**src/rtl/timer_top.sv**
```systemverilog
`timescale 1ns/1ps
// ============================================================================
// timer_top
// ----------------------------------------------------------------------------
// Memory-mapped 32-bit timer/counter on the dbus. Provides a prescaled
// up-counter with compare match, overflow detection and a level interrupt.
//
// Register map (byte address, bits [1:0] ignored):
//   0x0 CTRL    : [0] EN, [1] RELOAD, [2] IRQ_EN, [3] ONESHOT, [15:8] PRESCALE
//   0x4 COUNT   : read/write
//   0x8 COMPARE : read/write
//   0xC STATUS  : [0] MATCH, [1] OVF, write-1-to-clear
//
// Configuration macro: TIMER_ONESHOT_EN
//   defined   -> CTRL[3] ONESHOT is implemented (stop on compare match)
//   undefined -> CTRL[3] reads 0, writes ignored, no oneshot logic
//
// Ports:
//   clk_bus      in   1   bus/counter clock
//   rst_n        in   1   asynchronous active-low reset
//   bus_address  in   4   byte address
//   bus_data_i   in  32   write data
//   bus_data_o   out 32   read data (combinational, zero-wait)
//   bus_read     in   1   read strobe (reads have no side effects)
//   bus_write    in   1   full-word write strobe
//   irq          out  1   registered level interrupt
// ============================================================================
module timer_top #(
    parameter logic [31:0] RESET_COMPARE  = 32'hFFFF_FFFF,
    parameter logic [7:0]  PRESCALE_RESET = 8'd0
) (
    input  logic        clk_bus,
    input  logic        rst_n,
    input  logic [3:0]  bus_address,
    input  logic [31:0] bus_data_i,
    output logic [31:0] bus_data_o,
    input  logic        bus_read,
    input  logic        bus_write,
    output logic        irq
);

    logic        r_en;
    logic        r_reload;
    logic        r_irq_en;
    logic [7:0]  r_prescale;
    logic [7:0]  r_pcnt;
    logic [31:0] r_count;
    logic [31:0] r_compare;
    logic        r_match;
    logic        r_ovf;
    logic        r_irq;
`ifdef TIMER_ONESHOT_EN
    logic        r_oneshot;
    logic        w_os_stop;
`endif

    logic        w_wr_ctrl;
    logic        w_wr_count;
    logic        w_wr_compare;
    logic        w_wr_status;
    logic        w_tick;
    logic        w_hit;
    logic [32:0] w_inc;
    logic [31:0] w_count_nxt;
    logic [7:0]  w_pcnt_nxt;
    logic        w_set_match;
    logic        w_set_ovf;
    logic        w_match_nxt;
    logic        w_ovf_nxt;
    logic        w_en_nxt;
    logic        w_irq_en_nxt;
    logic        w_oneshot_rd;
    logic        w_unused;

    // The strobe and the byte-lane bits carry no information for this slave.
    assign w_unused = bus_read ^ bus_address[1] ^ bus_address[0];

    // Decode a bus write into one per-register write enable.
    always_comb begin
        w_wr_ctrl    = 1'b0;
        w_wr_count   = 1'b0;
        w_wr_compare = 1'b0;
        w_wr_status  = 1'b0;
        if (bus_write) begin
            case (bus_address[3:2])
                2'd0:    w_wr_ctrl    = 1'b1;
                2'd1:    w_wr_count   = 1'b1;
                2'd2:    w_wr_compare = 1'b1;
                2'd3:    w_wr_status  = 1'b1;
                default: w_wr_ctrl    = 1'b0;
            endcase
        end else begin
            w_wr_ctrl = 1'b0;
        end
    end

    // Prescaler tick, counter next state and hardware status-set events.
    always_comb begin
        w_tick      = r_en && (r_pcnt == r_prescale);
        w_hit       = w_tick && (r_count == r_compare);
        w_inc       = {1'b0, r_count} + 33'd1;
        w_count_nxt = r_count;
        w_set_match = 1'b0;
        w_set_ovf   = 1'b0;
`ifdef TIMER_ONESHOT_EN
        w_os_stop   = 1'b0;
`endif
        if (w_wr_count) begin
            // A bus write discards a coincident tick entirely.
            w_count_nxt = bus_data_i;
        end else if (w_hit) begin
            w_set_match = 1'b1;
`ifdef TIMER_ONESHOT_EN
            if (r_oneshot) begin
                w_os_stop   = 1'b1;
                w_count_nxt = r_count;
            end else if (r_reload) begin
                w_count_nxt = 32'd0;
            end else begin
                // COMPARE == all-ones without reload also reports overflow.
                w_count_nxt = w_inc[31:0];
                w_set_ovf   = w_inc[32];
            end
`else
            if (r_reload) begin
                w_count_nxt = 32'd0;
            end else begin
                // COMPARE == all-ones without reload also reports overflow.
                w_count_nxt = w_inc[31:0];
                w_set_ovf   = w_inc[32];
            end
`endif
        end else if (w_tick) begin
            w_count_nxt = w_inc[31:0];
            w_set_ovf   = w_inc[32];
        end else begin
            w_count_nxt = r_count;
        end
    end

    // Prescaler, enable, status and interrupt-enable next state.
    always_comb begin
        if (w_wr_ctrl || w_wr_count) begin
            w_pcnt_nxt = 8'd0;
        end else if (w_tick) begin
            w_pcnt_nxt = 8'd0;
        end else if (r_en) begin
            w_pcnt_nxt = r_pcnt + 8'd1;
        end else begin
            w_pcnt_nxt = r_pcnt;
        end

        // The written EN value wins over a coincident oneshot stop.
        if (w_wr_ctrl) begin
            w_en_nxt     = bus_data_i[0];
            w_irq_en_nxt = bus_data_i[2];
`ifdef TIMER_ONESHOT_EN
        end else if (w_os_stop) begin
            w_en_nxt     = 1'b0;
            w_irq_en_nxt = r_irq_en;
`endif
        end else begin
            w_en_nxt     = r_en;
            w_irq_en_nxt = r_irq_en;
        end

        // Hardware set is applied after the W1C so a coincident set wins.
        w_match_nxt = (r_match & ~(w_wr_status & bus_data_i[0])) | w_set_match;
        w_ovf_nxt   = (r_ovf   & ~(w_wr_status & bus_data_i[1])) | w_set_ovf;
    end

    // Register state update with asynchronous reset.
    always_ff @(posedge clk_bus or negedge rst_n) begin
        if (!rst_n) begin
            r_en       <= 1'b0;
            r_reload   <= 1'b0;
            r_irq_en   <= 1'b0;
            r_prescale <= PRESCALE_RESET;
            r_pcnt     <= 8'd0;
            r_count    <= 32'd0;
            r_compare  <= RESET_COMPARE;
            r_match    <= 1'b0;
            r_ovf      <= 1'b0;
            r_irq      <= 1'b0;
`ifdef TIMER_ONESHOT_EN
            r_oneshot  <= 1'b0;
`endif
        end else begin
            r_en     <= w_en_nxt;
            r_irq_en <= w_irq_en_nxt;
            if (w_wr_ctrl) begin
                r_reload   <= bus_data_i[1];
                r_prescale <= bus_data_i[15:8];
`ifdef TIMER_ONESHOT_EN
                r_oneshot  <= bus_data_i[3];
`endif
            end
            if (w_wr_compare) begin
                r_compare <= bus_data_i;
            end
            r_pcnt  <= w_pcnt_nxt;
            r_count <= w_count_nxt;
            r_match <= w_match_nxt;
            r_ovf   <= w_ovf_nxt;
            r_irq   <= w_irq_en_nxt & (w_match_nxt | w_ovf_nxt);
        end
    end

`ifdef TIMER_ONESHOT_EN
    assign w_oneshot_rd = r_oneshot;
`else
    assign w_oneshot_rd = 1'b0;
`endif

    // Zero-wait read mux, driven regardless of bus_read.
    always_comb begin
        case (bus_address[3:2])
            2'd0:    bus_data_o = {16'h0000, r_prescale, 4'h0, w_oneshot_rd,
                                   r_irq_en, r_reload, r_en};
            2'd1:    bus_data_o = r_count;
            2'd2:    bus_data_o = r_compare;
            2'd3:    bus_data_o = {30'd0, r_ovf, r_match};
            default: bus_data_o = 32'd0;
        endcase
    end

    assign irq = r_irq;

endmodule

```
**config.mk**
```make
export PLATFORM = sky130hd
export DESIGN_NAME = timer_top
export DESIGN_NICKNAME = d
export VERILOG_FILES = /design/src/rtl/timer_top.sv
export SDC_FILE = /design/constraint.sdc
export NUM_CORES = 1
export LEC_CHECK = 0
export CAP_MARGIN = 25
export CORE_MARGIN = 2
export CORE_UTILIZATION = 30
export DETAILED_ROUTE_END_ITERATION = 10
export GPL_TIMING_DRIVEN = 0
export RECOVER_POWER = 50
export SLEW_MARGIN = 0
export SYNTH_ARGS = -nofsm -noshare
export SYNTH_HDL_FRONTEND = slang
export SYNTH_SLANG_ARGS = --single-unit
```
**constraint.sdc**
```tcl
create_clock -name clk_bus -period 3.4 [get_ports clk_bus]
set_clock_uncertainty 0.2 [all_clocks]
set_input_delay 1.02 -clock clk_bus [delete_from_list [all_inputs] [get_ports clk_bus]]
set_output_delay 1.02 -clock clk_bus [all_outputs]
set_load 0.05 [all_outputs]
```
---- Word level (Yosys, flattened, before mapping) ----
Index checks and enable logic that the tools add are counted.
word-level totals
  flip-flop bits (word level) ............. 86
  bits in latches ......................... 0
  bits in writable memories ............... 0
  ROM bits ................................ 0
  bits of input ports ..................... 40
  output and inout port bits .............. 33
  logic and storage cells ................. 56
  memories ................................ 0
operators by class
  add/sub/neg operators ................... 2
  multiply operators ...................... 0
  div/mod/pow operators ................... 0
  magnitude comparators ................... 0
  equality and inequality tests ........... 5
  shift-type cells ........................ 0
  multiplexer cells ....................... 23
  bitwise logic cells ..................... 10
  reductions and logical operators ........ 6
operators by type and width
  cell                                                                    number
  32-bit two-way mux                                                      4
  32-bit case mux with 4 select lines                                     1
  32-bit by 1-bit adder with 33-bit output (second input constant)        1
  32-bit equality test                                                    1
  8-bit two-way mux                                                       3
  1-bit two-way mux                                                       15
  8-bit by 1-bit adder with 8-bit output (second input constant)          1
  8-bit equality test                                                     1
  3-bit nonzero test                                                      2
  1-bit bitwise AND                                                       5
  2-bit equality test (second input constant)                             2
  1-bit OR                                                                3
  2-bit by 1-bit equality test with 1-bit output (second input constant)  1
  1-bit logical AND                                                       2
  2-bit logical NOT                                                       1
  1-bit NOT                                                               2
  1-bit logical OR                                                        1

---- Depth between registers and ports, before layout ----
Gate-level depths: netlist of the first run.
  depth after elaboration ................. 9
  mapped depth ............................ 10
  depth with buffers taken out ............ 8

---- Worst setup path after synthesis of the first run ----
Ideal clock, no wire load.
  kind .................................... input to output
  start ................................... input port bus_address[2]
  end ..................................... output port bus_data_o[10]
  arrival ................................. 3009 ps
  data required time ...................... 2180 ps
  slack ................................... -829 ps
  stages .................................. 4
  buffers on the path ..................... 2
  cells stage by stage .................... clkbuf_1 > clkbuf_1 > mux2i_1 > o21ai_0
on the way
  cells in the longest elaborated chain, start to end .. 2
  elaborated cells on any way between the ends .. 5
  classes of those cells .................. eq/ne: 3; mux: 1; reduce/logical: 1
ends and longest elaborated chain
  item                                         line  text
  start: declaration                           34    input logic [3:0] bus_address,
  2-bit equality test (tied with other cells)  217   case (bus_address[3:2])
  32-bit case mux with 4 select lines *        217
  end: declaration                             36    output logic [31:0] bus_data_o,
Mark *: on every way between the ends. The rest lies on a longest branch, timed or not.

---- Worst setup path in the final report of the first run ----
  start ................................... input port bus_address[2]
  end ..................................... output port bus_data_o[16]
The elaborated chain is that of the path after synthesis.

==> impl_metrics.csv, run 1 <==
group,metric,value,unit
critical_path,path_max_fanout,8,
grt,grt_max_degree,67,
timing,setup_viol,0,
detailed_routing,drc,0,
worst_hold_path,hold_depth,1,
die,ioPinCount,73,
timing,rsz0062_at_grt,"true",
synth,async_flop_share,100,%
final_layout,finalInstanceArea,6600,sq um
final_layout,fin_nets,660,
critical_path,arrival,2160,ps
clocking,cts-root-buf,"clkbuf_16",
synth,synth_edf_count,0,
worst_hold_path,hp-class,"reg2reg",
final_layout,syn2layout_area_growth,26.5,%
critical_path,r2r_slack,380,ps
worst_hold_path,min_to,"r_prescale[0]$_DFFE_PN0P_",
run,drv_cap,0,
detailed_routing,vias,4621,
detailed_routing,drt-initial-drc-count,513,
synth,avgSynthCellArea,9.75,sq um
grt,grt_pass1_wl,26800,um
synth,syn-num-nets,577,
clocking,cts.clk_slew.worst_paths,60,ps
detailed_routing,avgViaCountPerCell,5.45,
detailed_routing,wl_per_cell,20.2,um
synth,yosys.cell_count.top_type,"dfrtp_1",
timing,min_period,3380,ps
grt,grt_pass1_vias,4645,
die,start_util,30.4,%
synth,synth_common_cells,"dfrtp_1, mux2_2, xnor2_1",
placed_design,place_inst,829,
timing,worst_slew_pin_slew,1130,ps
placed_design,gp_congestion,0.922,
clocking,cts_tree,"yes",
timing,post-route-period-util,99.5,%
clocking,clk_path_buf_depth,2,
synth,netlist_area,5220,sq um
critical_path,crit_required,2180,ps
timing,drv_slew,0,
synth,synth_area_leader_cell,"dfrtp_1",
placed_design,dp_hpwl,12500,um
synth,synth_top_area_share,25.9,%
power_and_ir_drop,ir_drop,0.000294,V
synth,synth.yosys.seq_area_share,42.0,%
die,dieArea,18500,sq um
die,row_count,48,
placed_design,place_area,6270,sq um
final_layout,stdcell_count,848,
synth,synth.distinct_cells,54,
run_status,status,"completed",
detailed_routing,antenna_left,0,
clocking,cts.sink_count,86,
grt,grt_remaining_overflow,0,
die,die_height,136,um
timing,max_freq,296,MHz
timing,slew-limit-headroom,24.6,%
grt,antenna_found_initial,0,
detailed_routing,first_pass_iters,5,
worst_hold_path,hp-start,"r_prescale[0]$_DFFE_PN0P_",
clocking,numCtsBuffers,9,
grt,grt_usage,19.3,%
synth,yosys_register_bits,86,
synth,yosys_warnings,0,
die,die_w,136,um
critical_path,r2r_start,"r_count[8]$_DFFE_PN0P_",
die,coreArea,17200,sq um
clocking,cts_max_level,3,
final_layout,drive_above_1_share,31.1,%
critical_path,crit_path_end_kind,"output pin",
timing,report.final.hold_viol_count,0,
timing,tns,0,ps
power_and_ir_drop,power.leakage,2.56,nW
placed_design,portBuffers,68,
synth,synthFlopType,"dfrtp_1",
synth,ys_top_cells_by_area,"dfrtp_1, dfstp_2, mux2_2, xnor2_1, a22o_1",
critical_path,cp-start-kind,"input port",
clocking,clock_latency,350,ps
critical_path,reg2regPathDepth,8,
detailed_routing,drt-total-wl,17100,um
final_layout,diodes,0,
critical_path,critical_path_class,"in2out",
critical_path,r2r_end,"r_count[14]$_DFFE_PN0P_",
synth,syn_inst,535,
power_and_ir_drop,powerDensity,527,nW/um^2
critical_path,crit_start,"bus_address[2]",
per-stage QoR:
stage / power (mW) / hold slack [ps] / worst slack, ps / utilization [%]
2_1_floorplan: 2.15 / 265 / -95.5 / -
3_3_place_gp: 2.51 / 309 / -2160 / 36.3
3_5_place_dp: 2.54 / 343 / -1670 / 36.5
4_1_cts: 3.48 / 365 / 34.3 / 38.5
5_1_grt: 3.64 / 393 / -11.3 / 38.4
6_report: 3.48 / 370 / 18.4 / 38.4
report_power, final:
part,leakage [nW],switching (mW),internal (mW)
Combinational,1.45,0.612,0.485
Sequential,0.981,0.204,1.25
Clock,0.131,0.410,0.514
cell usage in the layout (no fill, tap or decap), drive strengths merged, types with 2 or more instances in the layout:
| cell | Yosys | final |
|---|---|---|
| and2 | 6 | 6 |
| nand2 | 39 | 39 |
| nor4 | 4 | 4 |
| nand3b | 3 | 3 |
| a41oi | 2 | 2 |
| buf | 17 | 50 |
| o211ai | 2 | 2 |
| dfrtp | 54 | 54 |
| a31oi | 14 | 14 |
| a21oi | 22 | 22 |
| nor3 | 3 | 3 |
| nor2b | 5 | 5 |
| a22o | 25 | 25 |
| mux2 | 43 | 43 |
| nor2 | 42 | 42 |
| and4 | 5 | 5 |
| o21a | 2 | 2 |
| nand3 | 19 | 19 |
| o31ai | 3 | 3 |
| clkbuf | 27 | 45 |
| or3 | 11 | 11 |
| clkdlybuf4s50 | 0 | 34 |
| a221oi | 2 | 2 |
| ha | 2 | 2 |
| mux2i | 10 | 10 |
| clkinv | 0 | 2 |
| a32oi | 5 | 5 |
| nand2b | 5 | 5 |
| inv | 2 | 2 |
| and3 | 12 | 12 |
| xnor2 | 43 | 43 |
| nand4 | 20 | 20 |
| o21ai | 39 | 39 |
| mux4 | 2 | 2 |
| dfstp | 32 | 32 |
| nor3b | 6 | 6 |
critical path: stages:
cell and delay [ps]:
clkdlybuf4s15_2 200, clkbuf_8 170, nor2b_4 190, clkbuf_4 230, a22o_2 160, buf_4 190
kinds of logic after synthesis:
logic type / count (synthesis) / synth area share, %
simple gates: 182 / 18.8
compound gates: 120 / 15.1
flops: 86 / 42.0
mux: 55 / 12.1
buf+inv: 46 / 4.20
xor+xnor: 44 / 7.39
fa+ha+maj: 2 / 0.480
how the worst max path moves through the flow:
| stage | end | slack (ps) | depth (start not counted) |
|---|---|---|---|
| 2_1_floorplan | bus_data_o[1] | -100 | 3 |
| 3_3_place_gp | irq$_DFF_PN0_ | -2160 | 1 |
| 3_5_place_dp | bus_data_o[5] | -1670 | 6 |
| 4_1_cts | bus_data_o[13] | 30 | 7 |
| 5_1_grt | bus_data_o[18] | -10 | 6 |
| 6_report | bus_data_o[16] | 20 | 6 |
repair_timing:
action,4_1_cts,5_1_grt
gates cloned,1,0
hold buffers,0,0
resized for setup,234,5
setup endpoints to repair,32,10
buffers inserted,2,0
area by class of cell:
cell class | count | area (sq um)
fillers | 1710 | 10600
multi-input cells | 403 | 2880
flip-flops and latches | 86 | 2190
repair buffers | 72 | 682
plain buffers | 44 | 297
well taps | 225 | 282
clock buffers | 14 | 254
clock inverters | 2 | 10.0
inverters | 2 | 7.51
routing by layer:
layer	GRT usage [%]	part of all wire [%]
met5	0	0
met1	26.5	44
met2	29.9	46
met3	4.10	7.1
met4	7.12	2.7
state kept, by name (all words and copies together), names as in the netlist:
signal,cells
r_reload,1
r_count,32
r_en,1
r_match,1
irq,1
r_irq_en,1
r_compare,32
r_prescale,8
r_ovf,1
r_pcnt,8
(Power assumes the default switching activity.)
==> inputs of run 2 (changes only) <==
CAP_MARGIN = 5   (was 25)
==> run 2 against run 1 <==
Power unchanged. Largest cell class unchanged. Combinational power barely moved. Worst setup slack unchanged. Non-clock buffer count is the same. Sequential power hardly changed. Register-to-register slack about the same. First-iteration DRC count unchanged. Cell area unchanged. Routed wire length did not move.
==> impl_metrics.csv, run 2 (synthesis results as in run 1) <==
group,metric,value,unit
clocking,postCtsHoldBufs,0,
clocking,cts_tree,"yes",
run_status,status,"completed",
grt,grt_max_degree,67,
grt,grt_remaining_overflow,0,
critical_path,cp-start-kind,"input port",
critical_path,path_max_fanout,8,
timing,setup_viol,0,
timing,post-route-period-util,99.5,%
clocking,cts-root-buf,"clkbuf_16",
grt,grt_usage,19.3,%
detailed_routing,drc,0,
timing,worst_slack,18.4,ps
worst_hold_path,hp-class,"reg2reg",
clocking,cts.sink_count,86,
final_layout,final_cell_mix,"dfrtp_1, xnor2_1, mux2_2",
die,row_count,48,
die,die_w,136,um
detailed_routing,wl_per_cell,20.2,um
clocking,cts_max_level,3,
timing,max_freq,296,MHz
power_and_ir_drop,ir_drop,0.000294,V
final_layout,drive_above_1_share,31.1,%
final_layout,fin_nets,660,
run,drv_cap,0,
timing,rsz0062_at_grt,"true",
critical_path,critical_path_class,"in2out",
final_layout,syn2layout_area_growth,26.5,%
die,dieArea,18500,sq um
timing,worst_slew_pin_slew,1130,ps
die,ioPinCount,73,
timing,drv_slew,0,
timing,report.final.hold_viol_count,0,
critical_path,crit_path_end_kind,"output pin",
grt,antenna_found_initial,0,
final_layout,reg_top3,"r_compare x32, r_count x32",
placed_design,gp_congestion,0.922,
detailed_routing,drt-initial-drc-count,513,
placed_design,pre_cts_ws,-1670,ps
worst_hold_path,hold_depth,1,
critical_path,crit_required,2180,ps
placed_design,dp_hpwl,12500,um
timing,min_period,3380,ps
final_layout,final_common_cell,"dfrtp_1",
detailed_routing,antenna_left,0,
critical_path,reg2regPathDepth,8,
timing,slew-limit-headroom,24.6,%
die,die_height,136,um
final_layout,final_util,38.4,%
power_and_ir_drop,powerDensity,527,nW/um^2
clocking,cts.clk_slew.worst_paths,60,ps
detailed_routing,avgViaCountPerCell,5.45,
detailed_routing,first_pass_iters,5,
timing,tns,0,ps
clocking,clk_path_buf_depth,2,
die,start_util,30.4,%
grt,grt_pass1_vias,4645,
clocking,numCtsBuffers,9,
detailed_routing,drt-total-wl,17100,um
die,coreArea,17200,sq um
power_and_ir_drop,power.leakage,2.56,nW
grt,grt_pass1_wl,26800,um
clocking,clock_latency,350,ps
critical_path,arrival,2160,ps
timing,holdWs,370,ps
final_layout,diodes,0,
placed_design,portBuffers,68,
detailed_routing,vias,4621,
## run 2: final timing paths
path                                           start                         to  slack [ps]
setup reg to reg              r_count[8]$_DFFE_PN0P_    r_count[14]$_DFFE_PN0P_         380
min in group asynchronous                      rst_n    r_count[27]$_DFFE_PN0P_         670
max in group asynchronous                      rst_n         r_irq_en$_DFF_PN0_         690
setup / recovery                      bus_address[2]             bus_data_o[16]          20
hold reg to reg            r_prescale[0]$_DFFE_PN0P_  r_prescale[0]$_DFFE_PN0P_         370
hold / removal             r_prescale[0]$_DFFE_PN0P_  r_prescale[0]$_DFFE_PN0P_         370
## run 2: layout make-up
class | count | area [sq um]
plain buffers | 44 | 297
clock buffers | 14 | 254
clock inverters | 2 | 10.0
fillers | 1710 | 10600
inverters | 2 | 7.51
multi-input cells | 403 | 2880
flip-flops and latches | 86 | 2190
well taps | 225 | 282
repair buffers | 72 | 682
## run 2: per-stage QoR
step,power (mW),std cells,cell area [sq um]
3_5_place_dp,2.54,829,6270
3_3_place_gp,2.51,828,6240
6_report,3.48,848,6600
2_1_floorplan,2.15,535,5280
5_1_grt,3.64,848,6600
4_1_cts,3.48,848,6620
## run 2: report_power, final
| part | internal (mW) | switching [mW] | leakage (nW) | total (mW) |
|---|---|---|---|---|
| clock network | 0.514 | 0.410 | 0.131 | 0.925 |
| logic | 0.485 | 0.612 | 1.45 | 1.10 |
| registers | 1.25 | 0.204 | 0.981 | 1.46 |
## run 2: layer usage
metal / vias up / track usage, % / share of wire [%]
met4: 0 / 7.12 / 2.7
met3: 31 / 4.10 / 7.1
li1: 2126 / - / -
met1: 2270 / 26.5 / 44
met5: - / 0 / 0
met2: 194 / 29.9 / 46
## run 2: critical path, cell delays in order
cell and delay [ps]:
clkdlybuf4s15_2 200, clkbuf_8 170, nor2b_4 190, clkbuf_4 230, a22o_2 160, buf_4 190
## run 2: timing repair
action                                  in CTS  in global routing
pin swaps                                    0                  0
gates cloned                                 1                  0
resized for setup                          234                  5
buffers inserted                             2                  0
endpoints found under the setup margin      32                 10
==> inputs of run 3 (changes only) <==
==> constraint.sdc (replaced) <==
create_clock -name clk_bus -period 3.4 [get_ports clk_bus]
set_clock_uncertainty 0.2 [all_clocks]
set_input_delay 0.85 -clock clk_bus [delete_from_list [all_inputs] [get_ports clk_bus]]
set_output_delay 0.85 -clock clk_bus [all_outputs]
set_load 0.05 [all_outputs]
==> run 3 against run 2 <==
Final cell count down 0.35%. Fmax is 2.7% higher. Power up 8.3%. Critical endpoint is now bus_data_o[1]. Sequential share of layout area fell by 0.050 points. Routed wire length down 0.77%. Critical path depth is 2 lower. Via count is 0.61% lower. Non-clock buffer count is 3 lower. The flow now finishes with violations (capacitance limit, slew limit).
==> impl_metrics.csv, run 3 (synthesis results as in run 1) <==
group,metric,value,unit
run_status,status,"finished, violations left",
run_status,violations,"capacitance limit, slew limit",
worst_hold_path,hp-class,"reg2reg",
die,ioPinCount,73,
final_layout,diodes,0,
critical_path,crit_required,2350,ps
power_and_ir_drop,power.leakage,2.56,nW
critical_path,arrival,2240,ps
die,coreArea,17200,sq um
clocking,clk_path_buf_depth,2,
clocking,postCtsHoldBufs,0,
grt,antenna_found_initial,0,
timing,tns,0,ps
die,die_height,136,um
grt,grt_max_degree,56,
detailed_routing,first_pass_iters,5,
power_and_ir_drop,swShare,32.9,%
detailed_routing,wl_per_cell,20.1,um
clocking,cts-root-buf,"clkbuf_16",
clocking,cts_tree,"yes",
critical_path,critical_path_class,"in2out",
die,row_count,48,
power_and_ir_drop,power_frac_seq,38.6,%
final_layout,drive_above_1_share,28.2,%
detailed_routing,vias,4593,
final_layout,fill_cells,1746,
clocking,cts.clk_slew.worst_paths,60,ps
timing,setup_viol,0,
placed_design,portBuffers,68,
timing,slew-limit-headroom,-17.1,%
timing,rsz0062_at_grt,"false",
final_layout,final_cell_mix,"dfrtp_1, xnor2_1, mux2_2",
power_and_ir_drop,p_sw,1.24,mW
timing,post-route-period-util,96.9,%
detailed_routing,avgViaCountPerCell,5.44,
timing,min_period,3290,ps
clocking,numCtsBuffers,9,
die,dieArea,18500,sq um
grt,grt_usage,19.1,%
power_and_ir_drop,pwr-share-comb,28.5,%
final_layout,final_common_cell,"dfrtp_1",
power_and_ir_drop,powerDensity,570,nW/um^2
timing,drv_slew,33,
die,start_util,30.4,%
grt,grt_pass1_wl,26300,um
final_layout,fin_nets,657,
final_layout,multi_input_area,2860,sq um
grt,grt_pass1_vias,4615,
critical_path,cp-start-kind,"input port",
final_layout,syn2layout_area_growth,26.7,%
clocking,cts_max_level,3,
final_layout,regArea,2190,sq um
power_and_ir_drop,p_clk_share,32.9,%
power_and_ir_drop,p_int,2.53,mW
timing,worst_slew_pin_slew,1760,ps
critical_path,path_max_fanout,10,
detailed_routing,drt-initial-drc-count,331,
final_layout,reg_top3,"r_compare x32, r_count x32",
run,drv_cap,1,
detailed_routing,drc,0,
clocking,clock_latency,360,ps
clocking,cts.sink_count,86,
grt,grt_remaining_overflow,0,
placed_design,dp_hpwl,12500,um
timing,report.final.hold_viol_count,0,
timing,max_freq,304,MHz
die,die_w,136,um
detailed_routing,antenna_left,0,
placed_design,gp_congestion,0.943,
power_and_ir_drop,total_power,3.77,mW
power_and_ir_drop,ir_drop,0.000265,V
critical_path,crit_path_end_kind,"output pin",
detailed_routing,drt-total-wl,17000,um
[run 3: power groups by stage]
| stage | Combinational [mW] | Clock, mW | Sequential [mW] |
|---|---|---|---|
| after detailed placement | 1.07 | 0 | 1.47 |
| final | 1.07 | 1.24 | 1.45 |
| after global routing | 1.15 | 1.30 | 1.48 |
| after CTS | 1.07 | 1.26 | 1.45 |
| after global placement | 1.05 | 0 | 1.45 |
| after floorplan | 0.743 | 0 | 1.40 |
[run 3: worst paths after layout]
kind                            cells past startpoint  slack [ps]                      start                         to
worst max-delay path                                4         110             bus_address[3]              bus_data_o[1]
worst max register to register                      9         510     r_count[5]$_DFFE_PN0P_     r_count[9]$_DFFE_PN0P_
worst min-delay path                                1         360  r_prescale[4]$_DFFE_PN0P_  r_prescale[4]$_DFFE_PN0P_
max in group asynchronous                           2         540                      rst_n    r_count[22]$_DFFE_PN0P_
worst min register to register                      1         360  r_prescale[4]$_DFFE_PN0P_  r_prescale[4]$_DFFE_PN0P_
min in group asynchronous                           1         750                      rst_n              irq$_DFF_PN0_
[run 3: through the flow]
step / std cells / area, sq um / hold slack (ps) / setup slack [ps] / util, %
final: 845 / 6610 / 357 / 107 / 38.5
after global routing: 845 / 6610 / 393 / 27.7 / 38.5
after CTS: 845 / 6590 / 247 / -32.5 / 38.4
after global placement: 828 / 6210 / 311 / -1870 / 36.2
after floorplan: 535 / 5250 / 265 / 123 / -
after detailed placement: 829 / 6240 / 340 / -1350 / 36.3
[run 3: worst max-delay path: stages]
cell and delay (ps):
clkbuf_1 390, buf_2 400, mux4_2 380, buf_4 210
[run 3: cell type report]
| class | count | area share [%] |
|---|---|---|
| timing repair buffer | 69 | 9.54 |
| multi-input combinational | 403 | 43.3 |
| buffer | 44 | 4.05 |
| clock buffer | 10 | 3.61 |
| sequential | 86 | 33.2 |
| clock inverter | 6 | 2.01 |
| tap | 225 | 4.26 |
| inverter | 2 | 0.114 |
[run 3: metal layers]
| layer | global-route usage [%] | vias up | part of all wire, % |
|---|---|---|---|
| met4 | 6.54 | 0 | 1.8 |
| li1 | - | 2110 | - |
| met2 | 30.9 | 197 | 48 |
| met5 | 0 | - | 0 |
| met3 | 4.96 | 27 | 7.3 |
| met1 | 24.8 | 2259 | 43 |
[run 3: timing repair]
action / 4_1_cts / 5_1_grt
endpoints found under the setup margin: 32 / 32
resized for setup: 212 / 20
buffers inserted: 0 / 0
pin swaps: 0 / 0
